### config.mk
export PLATFORM = sky130hd
export DESIGN_NAME = adma_ram_arbiter
export DESIGN_NICKNAME = d
export VERILOG_FILES = /design/src/rtl/adma_ram_arbiter.sv
export SDC_FILE = /design/constraint.sdc
export NUM_CORES = 1
export LEC_CHECK = 0
export ABC_AREA = 1
export CORE_AREA = 2 2 184 186
export CTS_CLUSTER_DIAMETER = 80
export CTS_CLUSTER_SIZE = 10
export DETAILED_ROUTE_END_ITERATION = 6
export DIE_AREA = 0 0 186 188
export DONT_BUFFER_PORTS = 1
export GPL_ROUTABILITY_DRIVEN = 0
export GPL_TIMING_DRIVEN = 0
export PLACE_DENSITY_LB_ADDON = 0.2
export SYNTH_ARGS = -nofsm -noshare
export SYNTH_HDL_FRONTEND = slang
export SYNTH_SLANG_ARGS = --single-unit
### constraint.sdc
create_clock -name CLK -period 2.7 [get_ports CLK]
set_input_delay 0.675 -clock CLK [delete_from_list [all_inputs] [get_ports CLK]]
set_output_delay 0.675 -clock CLK [all_outputs]
set_load 0.02 [all_outputs]
### src/rtl/adma_ram_arbiter.sv
// Shares one system-RAM port between ADMA fetch (F), ADMA transfer (T) and host (H)
// using locked round-robin bursts. Read data is steered back to the requester that issued it.

module adma_ram_arbiter_lane #(
    parameter int ADDR_W = 64,
    parameter int DATA_W = 32
) (
    input  logic              own,
    input  logic              req,
    input  logic              write,
    input  logic              last,
    input  logic [ADDR_W-1:0] addr,
    input  logic [DATA_W-1:0] wdata,
    output logic              acc,
    output logic              rd,
    output logic              wr,
    output logic              acc_last,
    output logic [ADDR_W-1:0] addr_m,
    output logic [DATA_W-1:0] wdata_m
);
    assign acc      = own & req;
    assign rd       = acc & ~write;
    assign wr       = acc & write;
    assign acc_last = acc & last;
    // Non-owners drive zero, so the top level can OR the lanes together.
    assign addr_m   = own ? addr  : '0;
    assign wdata_m  = own ? wdata : '0;
endmodule

module adma_ram_arbiter #(
    parameter int ADDR_W     = 64,
    parameter int DATA_W     = 32,
    parameter int RD_LATENCY = 1,
    parameter int MAX_BURST  = 8
) (
    input  logic              CLK,
    input  logic              RESET,
    input  logic              f_req,
    input  logic              t_req,
    input  logic              h_req,
    input  logic              f_write,
    input  logic              t_write,
    input  logic              h_write,
    input  logic              f_last,
    input  logic              t_last,
    input  logic              h_last,
    input  logic [ADDR_W-1:0] f_addr,
    input  logic [ADDR_W-1:0] t_addr,
    input  logic [ADDR_W-1:0] h_addr,
    input  logic [DATA_W-1:0] f_wdata,
    input  logic [DATA_W-1:0] t_wdata,
    input  logic [DATA_W-1:0] h_wdata,
    output logic              f_gnt,
    output logic              t_gnt,
    output logic              h_gnt,
    output logic              f_rvalid,
    output logic              t_rvalid,
    output logic              h_rvalid,
    output logic [DATA_W-1:0] rdata,
    output logic [ADDR_W-1:0] ram_address,
    output logic              ram_read,
    output logic              ram_write,
    output logic [DATA_W-1:0] data_to_ram,
    input  logic [DATA_W-1:0] data_from_ram,
    output logic              busy
);
    localparam int NREQ = 3;

    typedef enum logic [1:0] {
        ST_IDLE  = 2'b01,
        ST_GRANT = 2'b10
    } state_t;

    state_t state, state_nxt;
    logic [NREQ-1:0] gnt, gnt_nxt;
    logic [1:0]      rr, rr_nxt;
    logic [7:0]      cnt, cnt_nxt, cnt_inc;
    logic [1:0]      owner, owner_inc;

    logic [RD_LATENCY-1:0]      tag_vld;
    logic [RD_LATENCY-1:0][1:0] tag_own;

    logic [NREQ-1:0]             req, write, last;
    logic [NREQ-1:0]             acc, rd, wr, acc_last, rvalid_v;
    logic [NREQ-1:0][ADDR_W-1:0] addr, addr_m;
    logic [NREQ-1:0][DATA_W-1:0] wdata, wdata_m;

    logic any_acc, cap_hit, others_wait, release_now;

    assign req   = {h_req, t_req, f_req};
    assign write = {h_write, t_write, f_write};
    assign last  = {h_last, t_last, f_last};
    assign addr  = {h_addr, t_addr, f_addr};
    assign wdata = {h_wdata, t_wdata, f_wdata};

    generate
        for (genvar i = 0; i < NREQ; i++) begin : g_lane
            adma_ram_arbiter_lane #(
                .ADDR_W(ADDR_W),
                .DATA_W(DATA_W)
            ) u_lane (
                .own      (gnt[i]),
                .req      (req[i]),
                .write    (write[i]),
                .last     (last[i]),
                .addr     (addr[i]),
                .wdata    (wdata[i]),
                .acc      (acc[i]),
                .rd       (rd[i]),
                .wr       (wr[i]),
                .acc_last (acc_last[i]),
                .addr_m   (addr_m[i]),
                .wdata_m  (wdata_m[i])
            );
            assign rvalid_v[i] = tag_vld[RD_LATENCY-1] & (tag_own[RD_LATENCY-1] == 2'(i));
        end
    endgenerate

    always_comb begin
        ram_address = '0;
        data_to_ram = '0;
        for (int i = 0; i < NREQ; i++) begin
            ram_address = ram_address | addr_m[i];
            data_to_ram = data_to_ram | wdata_m[i];
        end
    end

    assign ram_read  = |rd;
    assign ram_write = |wr;

    assign owner       = gnt[1] ? 2'd1 : (gnt[2] ? 2'd2 : 2'd0);
    assign owner_inc   = (owner == 2'd2) ? 2'd0 : owner + 2'd1;
    assign any_acc     = |acc;
    assign cnt_inc     = (cnt == 8'hFF) ? cnt : cnt + 8'd1;
    assign cap_hit     = any_acc & (cnt_inc == 8'(MAX_BURST));
    assign others_wait = |(req & ~gnt);
    // An owner that drops req without last gives the port up immediately.
    assign release_now = (|acc_last) | ~(|(req & gnt)) | (cap_hit & others_wait);

    always_comb begin
        state_nxt = state;
        gnt_nxt   = gnt;
        rr_nxt    = rr;
        cnt_nxt   = cnt;
        case (state)
            ST_IDLE: begin
                if (|req) begin
                    state_nxt = ST_GRANT;
                    gnt_nxt   = '0;
                    for (int k = NREQ - 1; k >= 0; k--) begin
                        // Walking down means the lowest rotation offset wins.
                        if (req[(int'(rr) + k) % NREQ]) begin
                            gnt_nxt = '0;
                            gnt_nxt[(int'(rr) + k) % NREQ] = 1'b1;
                        end
                    end
                end
            end
            ST_GRANT: begin
                if (any_acc) cnt_nxt = cnt_inc;
                if (release_now) begin
                    state_nxt = ST_IDLE;
                    gnt_nxt   = '0;
                    cnt_nxt   = '0;
                    rr_nxt    = owner_inc;
                end else if (cap_hit) begin
                    cnt_nxt = '0;
                end
            end
            default: begin
                state_nxt = ST_IDLE;
                gnt_nxt   = '0;
                cnt_nxt   = '0;
            end
        endcase
    end

    always_ff @(posedge CLK) begin
        if (RESET) begin
            state <= ST_IDLE;
            gnt   <= '0;
            rr    <= 2'd0;
            cnt   <= '0;
        end else begin
            state <= state_nxt;
            gnt   <= gnt_nxt;
            rr    <= rr_nxt;
            cnt   <= cnt_nxt;
        end
    end

    // Tag pipeline mirrors the RAM read latency so returns survive grant changes.
    always_ff @(posedge CLK) begin
        if (RESET) begin
            tag_vld <= '0;
            tag_own <= '0;
        end else begin
            tag_vld[0] <= ram_read;
            tag_own[0] <= owner;
            for (int s = 1; s < RD_LATENCY; s++) begin
                tag_vld[s] <= tag_vld[s-1];
                tag_own[s] <= tag_own[s-1];
            end
        end
    end

    assign f_gnt    = gnt[0];
    assign t_gnt    = gnt[1];
    assign h_gnt    = gnt[2];
    assign f_rvalid = rvalid_v[0];
    assign t_rvalid = rvalid_v[1];
    assign h_rvalid = rvalid_v[2];
    assign rdata    = data_from_ram;
    assign busy     = (state == ST_GRANT) | (|tag_vld);
endmodule

# Word-level counts from Yosys, hierarchy flattened
# Index checks and enable logic that the tools add are counted.
[word_totals]
in_bits = 331
rom_bits = 0
out_inout_bits = 137
mem_count = 0
ff_bits = 18
latchBits = 0
wordCells = 113
ramBits = 0
[classes]
order_cmp = 6
shift = 0
eq_ne = 10
n_reduce_logical = 14
bitwise_logic = 32
n_div = 3
n_mul = 0
add_sub_neg = 4
mux = 38
[op_table]
columns = ["cell", "count"]
rows = [
  ["64-bit 2-to-1 mux", 3],
  ["64-bit OR", 2],
  ["32-bit by 1-bit >= comparator with 1-bit output (second input constant)", 3],
  ["32-bit by 4-bit less-than comparator with 1-bit output (second input constant)", 3],
  ["32-bit 2-to-1 mux", 3],
  ["32-bit by 3-bit modulo with 32-bit output (second input constant)", 2],
  ["32-bit OR", 2],
  ["3-bit by 3-bit modulo with 32-bit output (second input constant)", 1],
  ["8-bit 2-to-1 mux", 4],
  ["3-bit OR reduction", 7],
  ["1-bit bitwise AND", 17],
  ["8-bit one-hot mux with 2 select lines", 1],
  ["3-bit 2-to-1 mux", 5],
  ["2-bit 2-to-1 mux", 5],
  ["1-bit 2-to-1 mux", 9],
  ["8-bit by 1-bit adder with 8-bit output (second input constant)", 1],
  ["8-bit by 4-bit equality test with 1-bit output (second input constant)", 1],
  ["8-bit equality test (second input constant)", 1],
  ["3-bit bitwise AND", 2],
  ["1-bit binary-select mux with 2-bit select", 3],
  ["1-bit demux with 2-bit select", 3],
  ["2-bit equality test (second input constant)", 3],
  ["3-bit one-hot mux with 2 select lines", 1],
  ["2-bit AND reduction", 3],
  ["other kinds (12)", 22],
]

# Logic depth before layout (Yosys ltp)
# Gate-level depths: netlist (run 1).
[depth]
word_depth = 11
ltp_mapped = 13
mapped_depth_nobuf = 13

# Modules after synthesis
# A second synthesis (run 1) with hierarchy kept.
[unflattened]
cells_unflattened = 951
hier_area_um2 = 4640.7
[modules_own_cells]
columns = ["mod", "area_each_um2", "instances", "cells_each"]
rows = [
  ["adma_ram_arbiter_lane", 858.3, 3, 210],
  ["adma_ram_arbiter", 2065.7, 1, 321],
]

# Worst setup path after synthesis (run 1)
# OpenSTA, ideal clock, no wires.
[synth_path]
path_kind = "register to output"
start = "reg gnt[1]"
end = "out data_to_ram[11]"
arrival_time_ns = 1.489
required_time_ns = 2.025
setup_slack_ns = 0.536
path_buffers = 3
stages_incl_launch_ff = 6
path_cell_list = "dfxtp_1 -> clkbuf_1 -> buf_2 -> buf_1 -> nand2_1 -> nand3_1"
[synth_between]
elab_chain_len = 3
[synth_lines]
columns = ["element", "line_no", "rtl"]
rows = [
  ["start: declaration", "75", "logic [NREQ-1:0] gnt, gnt_nxt;"],
  ["start signal: assignment", "186", "gnt <= gnt_nxt;"],
  ["32-bit 2-to-1 mux", "27", "assign wdata_m = own ? wdata : '0;"],
  ["32-bit OR (2 in a row)", "124", "data_to_ram = data_to_ram | wdata_m[i];"],
  ["end: declaration", "63", "output logic [DATA_W-1:0] data_to_ram,"],
]
# Every way passes these cells.

# Worst setup path after layout (run 1)
[layout_path]
start = "reg gnt[2]"
end = "out ram_address[44]"
[layout_between]
elab_chain_len = 2
[layout_lines]
columns = ["element", "line_no", "rtl"]
rows = [
  ["64-bit 2-to-1 mux", "26", "assign addr_m = own ? addr : '0;"],
  ["64-bit OR", "123", "ram_address = ram_address | addr_m[i];"],
  ["end: declaration", "60", "output logic [ADDR_W-1:0] ram_address,"],
]
# Every way passes these cells.

==> qor.csv, run 1 <==
metric,value,unit
status,completed,
Slew headroom,55.64,%
CTS max path bufs,2,
Mapped Area,3228,µm²
Max Freq,384.4,MHz
layout cells sized above 1,11.23,%
leak pwr,1.605,nW
clock sink count,18,
GRT Total Usage,10.37,%
IO Count,468,
die area,34970,µm²
number of buffers created by CTS,3,
Die Height,188,µm
worst path buffer plus inverter count,2,
Max rail drop VDD,0.1846,mV
"delay-heaviest family, CP",buffers and inverters,
# nets final,994,
"Hold-fix buffers, CTS",0,
met3 routed WL,1.352,mm
top layer in use,met4,
worst hold-check path type,primary input to flop,
RSZ-0062 raised after global routing,no,
# rows,67,
drt total wl,19.80,mm
Buffers on Ports,0,
DRC violations left,0,
area growth from synthesis to layout,21.94,%
Post-synth ARST share,0,%
Initial DRC Count,346,
# Max-Cap Violations,0,
clock transition at the registers of the reported paths,0.05,ns
grt ovf,0,
top-area cell type share of the netlist area,40.81,%
Worst Path Max Fanout,10,
CP endpoint kind,output port,
Hold WS,0.4829,ns
setup_tns,0,ns
"Avg Cell Area, Syn",4.921,µm²
WP data required,2.03,ns
drt pass-1 iters,5,
Yosys reg bits,18,
Detail Route Antenna Nets,0,
largest net degree at the start of global routing,20,
final setup violation count,0,
H-tree depth,1,
largest cells by area after synthesis,"nand2_1 41%, nand3_1 17%, dfxtp_1 11%",
Synth area leader,nand2_1,
WP data arrival,1.93,ns
"most common cell after layout, fill and taps aside",nand2_1,
M1 WL,8.301,mm
Final Hold Vio Count,0,
critical path launch point type,flop,
Final Critical Period,2.601,ns
post-synthesis sequential area ratio,11.16,%
Synth cell types,32,
"Slew Viols, Final",0,
CP Cell Sequence,clkbuf_8 > clkbuf_1 > nand2_1 > nand3_1,
P per Cell Area,414.4,nW/µm²
Met2 Wirelength,9.787,mm
global-route wire length before repair,26.19,mm
TritonCTS clock tree,done,
hpwl dp,17.55,mm
Tcrit/Tclk final,96.34,%
Initial Util,9.749,%
fillers,3944,
Die X,186,µm
most frequent cells in the layout,"351 x nand2_1, 109 x nand3_1, 33 x buf_4, 32 x inv_1, 19 x nor2_1",
DR vias/cell,3.918,
Worst Tran Pin Value,0.6604,ns
Routed wire per std cell,17.87,µm
placed inst area,3789,µm²
Mapped Nets,990,
initial antenna violation count,1,
clock latency on the worst-skew pair,0.25,ns
Final Cell Area,3936,µm²
Crit-path slowest cell,dfxtp_1,
Mapped Cells,656,
biggest cell delay along the critical path,0.56,ns
crit path kind,flop to output port,
Main synth FF type,dfxtp_1,
number of flops mapped to enable cells by yosys,0,
Synthesis Warnings,0,
Final Skew,0.002390,ns
Root Buffer,clkbuf_16,
vias post-DR,4341,
core area,33110,µm²
vias in the first global route,3884,
-- area by class of cell --
type / count / area [µm²] / share of cell area (%)
Multi-Input combinational cell: 536 / 2366 / 60.11
Antenna cell: 1 / 2.502 / 0.06357
Tap cell: 448 / 560.5 / 14.24
Buffer: 66 / 425.4 / 10.81
Sequential cell: 18 / 361.6 / 9.186
Inverter: 35 / 131.4 / 3.338
Clock buffer: 4 / 88.84 / 2.257
-- cells in the mapped netlist (all sizes together), types with 3 or more instances --
library cell	number
a21oi	14
dfxtp	18
o21ai	13
ha	3
inv	35
clkbuf	23
nor2	23
nand4	4
o211ai	5
buf	44
nand3	114
nand2	353
-- logic make-up (layout without fill, tap and decap cells) --
family	after synthesis	after routing	share of synthesized area, %
buffers and inverters	102	105	15.70
DFF	18	18	11.16
adders and majority gates	3	3	1.163
AOI/OAI and AO/OA	36	36	6.977
and+or+nand+nor	496	496	64.73
xor gates and xnor gates	1	1	0.2714
other	0	1	0
-- sequential cells by signal, indices dropped and copies added, names as in the netlist --
register and cells:
state 2, tag_own 2, rr 2, tag_vld 1, cnt 8, gnt 3
-- per-layer routing --
layer | GRT usage (%) | up-vias
met2 | 18.33 | 301
met3 | 1.068 | 14
met1 | 13.48 | 1971
met5 | 0 | -
met4 | 2.211 | 0
li1 | - | 2055
-- power by group --
| group | internal [W] | switching (W) |
|---|---|---|
| Combinational | 0.000214 | 0.000790 |
| Sequential | 0.000279 | 0.0000181 |
| Clock | 0.000225 | 0.000105 |
| Total | 0.000719 | 0.000913 |
-- final timing paths --
path | cells after the start | from | slack (ns) | end
min | 1 | RESET | 0.48 | rr[0]
min reg2reg | 2 | cnt[7] | 0.49 | cnt[7]
max | 4 | gnt[2] | 0.1 | ram_address[44]
max reg2reg | 12 | cnt[0] | 0.62 | rr[1]
-- through the flow --
step | power, W | setup slack (ns) | cells | util (%)
final | 0.001631 | 0.09883 | 1108 | 11.89
after global routing | 0.001741 | 0.005625 | 1108 | 11.89
after CTS | 0.001657 | 0.02372 | 1107 | 11.86
after detailed placement | 0.001305 | -0.6616 | 1104 | 11.44
after global placement | 0.001312 | -0.6286 | 1104 | 11.44
after floorplan | 0.001079 | 0.5364 | 656 | -
-- timing repair --
item	4_1_cts	5_1_grt
setup buffers	0	0
gates resized for setup	22	4
endpoints found under the setup margin	97	23
Power figures use the tool's default switching activity.
==> run 2: changes to the inputs <==
--- a/config.mk
+++ b/config.mk
@@ -12,7 +12,6 @@
 export DETAILED_ROUTE_END_ITERATION = 6
 export DIE_AREA = 0 0 186 188
 export DONT_BUFFER_PORTS = 1
-export GPL_ROUTABILITY_DRIVEN = 0
 export GPL_TIMING_DRIVEN = 0
 export PLACE_DENSITY_LB_ADDON = 0.2
 export SYNTH_ARGS = -nofsm -noshare
==> results of run 2 <==
No change in the layout: final DEF, timing and power equal those of run 1.
==> run 3: changes to the inputs <==
--- a/config.mk
+++ b/config.mk
@@ -14,6 +14,7 @@
 export DONT_BUFFER_PORTS = 1
 export GPL_TIMING_DRIVEN = 0
 export PLACE_DENSITY_LB_ADDON = 0.2
+export REMOVE_ABC_BUFFERS = 1
 export SYNTH_ARGS = -nofsm -noshare
 export SYNTH_HDL_FRONTEND = slang
 export SYNTH_SLANG_ARGS = --single-unit
==> run 3 against run 2 <==
First-iteration DRC count decreased by 3.8%. Die area stayed put. Critical path depth down 1. Clock-buffer cell count unchanged. Highest routed layer is now met5. Clock skew about the same. Clock power fell by 5%. Routed wire length is 1.9% lower. Largest cell class unchanged. Cell count down 5.7%.
==> qor.csv, run 3 (same netlist as run 1, synthesis figures left out) <==
metric,value,unit,change
status,completed,,
drt total wl,19.42,mm,-1.9%
CP endpoint kind,output port,,
P per Cell Area,421.5,nW/µm²,+1.7%
"Hold-fix buffers, CTS",0,,unchanged
Placement Setup Slack,0.5489,ns,+1.211 ns
number of buffers created by CTS,3,,unchanged
die area,34970,µm²,unchanged
Die X,186,µm,unchanged
initial antenna violation count,1,,unchanged
DR vias/cell,3.909,,-0.22%
Worst Path Max Fanout,63,,+53
CTS max path bufs,2,,unchanged
GRT Total Usage,10.20,%,-0.18 points
layout cells sized above 1,4.530,%,-6.7 points
Initial DRC Count,333,,-3.8%
Final Skew,0.001956,ns,-0.0004334 ns
vias in the first global route,3643,,-6.2%
Max Freq,407.9,MHz,+6.1%
final worst slack,0.2487,ns,+0.1499 ns
RSZ-0062 raised after global routing,no,,
core area,33110,µm²,unchanged
Slew headroom,37.46,%,-18 points
Detail Route Antenna Nets,0,,unchanged
final setup violation count,0,,unchanged
WP data required,2.03,ns,about the same
clock latency on the worst-skew pair,0.25,ns,about the same
Tcrit/Tclk final,90.79,%,-5.6 points
Largest regs,"cnt: 8 flops, gnt: 3 flops",,
Root Buffer,clkbuf_16,,
Max rail drop VDD,0.1625,mV,-12%
critical path launch point type,flop,,
drt pass-1 iters,5,,unchanged
Reg with most FFs,cnt,,
GPL Wtd Cong,0.8902,,
clock sink count,18,,unchanged
clock transition at the registers of the reported paths,0.06,ns,about the same
# Max-Cap Violations,0,,unchanged
post-cts resize count,0,,-100%
crit path kind,flop to output port,,
Final Hold Vio Count,0,,unchanged
fillers,3925,,-0.48%
grt ovf,0,,unchanged
IO Count,468,,unchanged
Hold WS,0.4723,ns,-0.01063 ns
TritonCTS clock tree,done,,
largest net degree at the start of global routing,85,,+330%
Worst Tran Pin Value,0.9347,ns,+0.2743 ns
"Slew Viols, Final",0,,unchanged
# rows,67,,unchanged
DRC violations left,0,,unchanged
reg2reg setup slack,0.63,ns,about the same
# nets final,931,,-6.3%
WP data arrival,1.78,ns,-0.15 ns
Final Critical Period,2.451,ns,-0.1499 ns
Buffers on Ports,0,,unchanged
most frequent cells in the layout,"351 x nand2_1, 110 x nand3_1, 32 x inv_1, 19 x nor2_1, 15 x dfxtp_1",,
setup bufs post-CTS,0,,unchanged
max FFs per register,8,,unchanged
leak pwr,1.361,nW,-15%
hpwl dp,16.70,mm,-4.8%
Initial Util,9.749,%,unchanged
Routed wire per std cell,18.58,µm,+4.0%
global-route wire length before repair,25.77,mm,-1.6%
Die Height,188,µm,unchanged
area growth from synthesis to layout,11.16,%,
worst hold-check path type,flop to flop,,
"most common cell after layout, fill and taps aside",nand2_1,,
H-tree depth,1,,unchanged
vias post-DR,4085,,-5.9%
run 3: worst paths after layout:
kind,startpoint,end,cells after the start
max,gnt[2],ram_address[41],3
min,cnt[7],cnt[7],2
max reg2reg,cnt[0],gnt[0],11
min reg2reg,cnt[7],cnt[7],2
run 3: layer usage:
layer | wire length, µm | vias up | share of wire (%) | GRT usage (%)
met4 | 230 | 2 | 1.2 | 1.726
met1 | 8225 | 1848 | 42 | 13.71
li1 | - | 1929 | - | -
met3 | 2084 | 17 | 11 | 3.476
met2 | 8799 | 289 | 45 | 15.70
met5 | 80 | - | 0.41 | 1.857
run 3: worst max-delay path, stage by stage (launching register included):
cell     delay, ns
dfxtp_4       0.65
buf_16        0.29
nand2_1       0.19
nand3_1       0.33
run 3: where the power goes:
part	leakage [nW]	total (W)	switching [W]	internal, W
clock	0.0382	0.000313	0.000112	0.000201
sequential	0.148	0.000339	0.0000596	0.000280
combinational	1.17	0.000860	0.000690	0.000170
total	1.36	0.00151	0.000861	0.000651
run 3: cell type report:
cell class | instances | area (µm²) | share of cell area [%]
antenna | 1 | 2.502 | 0.06974
clock buffer | 4 | 78.83 | 2.197
inverter | 35 | 131.4 | 3.661
multi-input combinational | 536 | 2361 | 65.79
sequential | 18 | 371.6 | 10.36
tap | 448 | 560.5 | 15.62
timing repair buffer | 3 | 82.58 | 2.301
run 3: per-stage QoR:
stage / instance area [µm²] / setup TNS [ns] / total power (W) / cells / util, %
6_report: 3588 / 0 / 0.001513 / 1045 / 10.84
5_1_grt: 3588 / 0 / 0.001600 / 1045 / 10.84
4_1_cts: 3586 / 0 / 0.001534 / 1044 / 10.83
3_5_place_dp: 3507 / 0 / 0.001213 / 1040 / 10.59
3_3_place_gp: 3413 / -221.67 / 0.001249 / 1037 / 10.31
2_1_floorplan: 2853 / -39.77 / 0.001012 / 589 / -
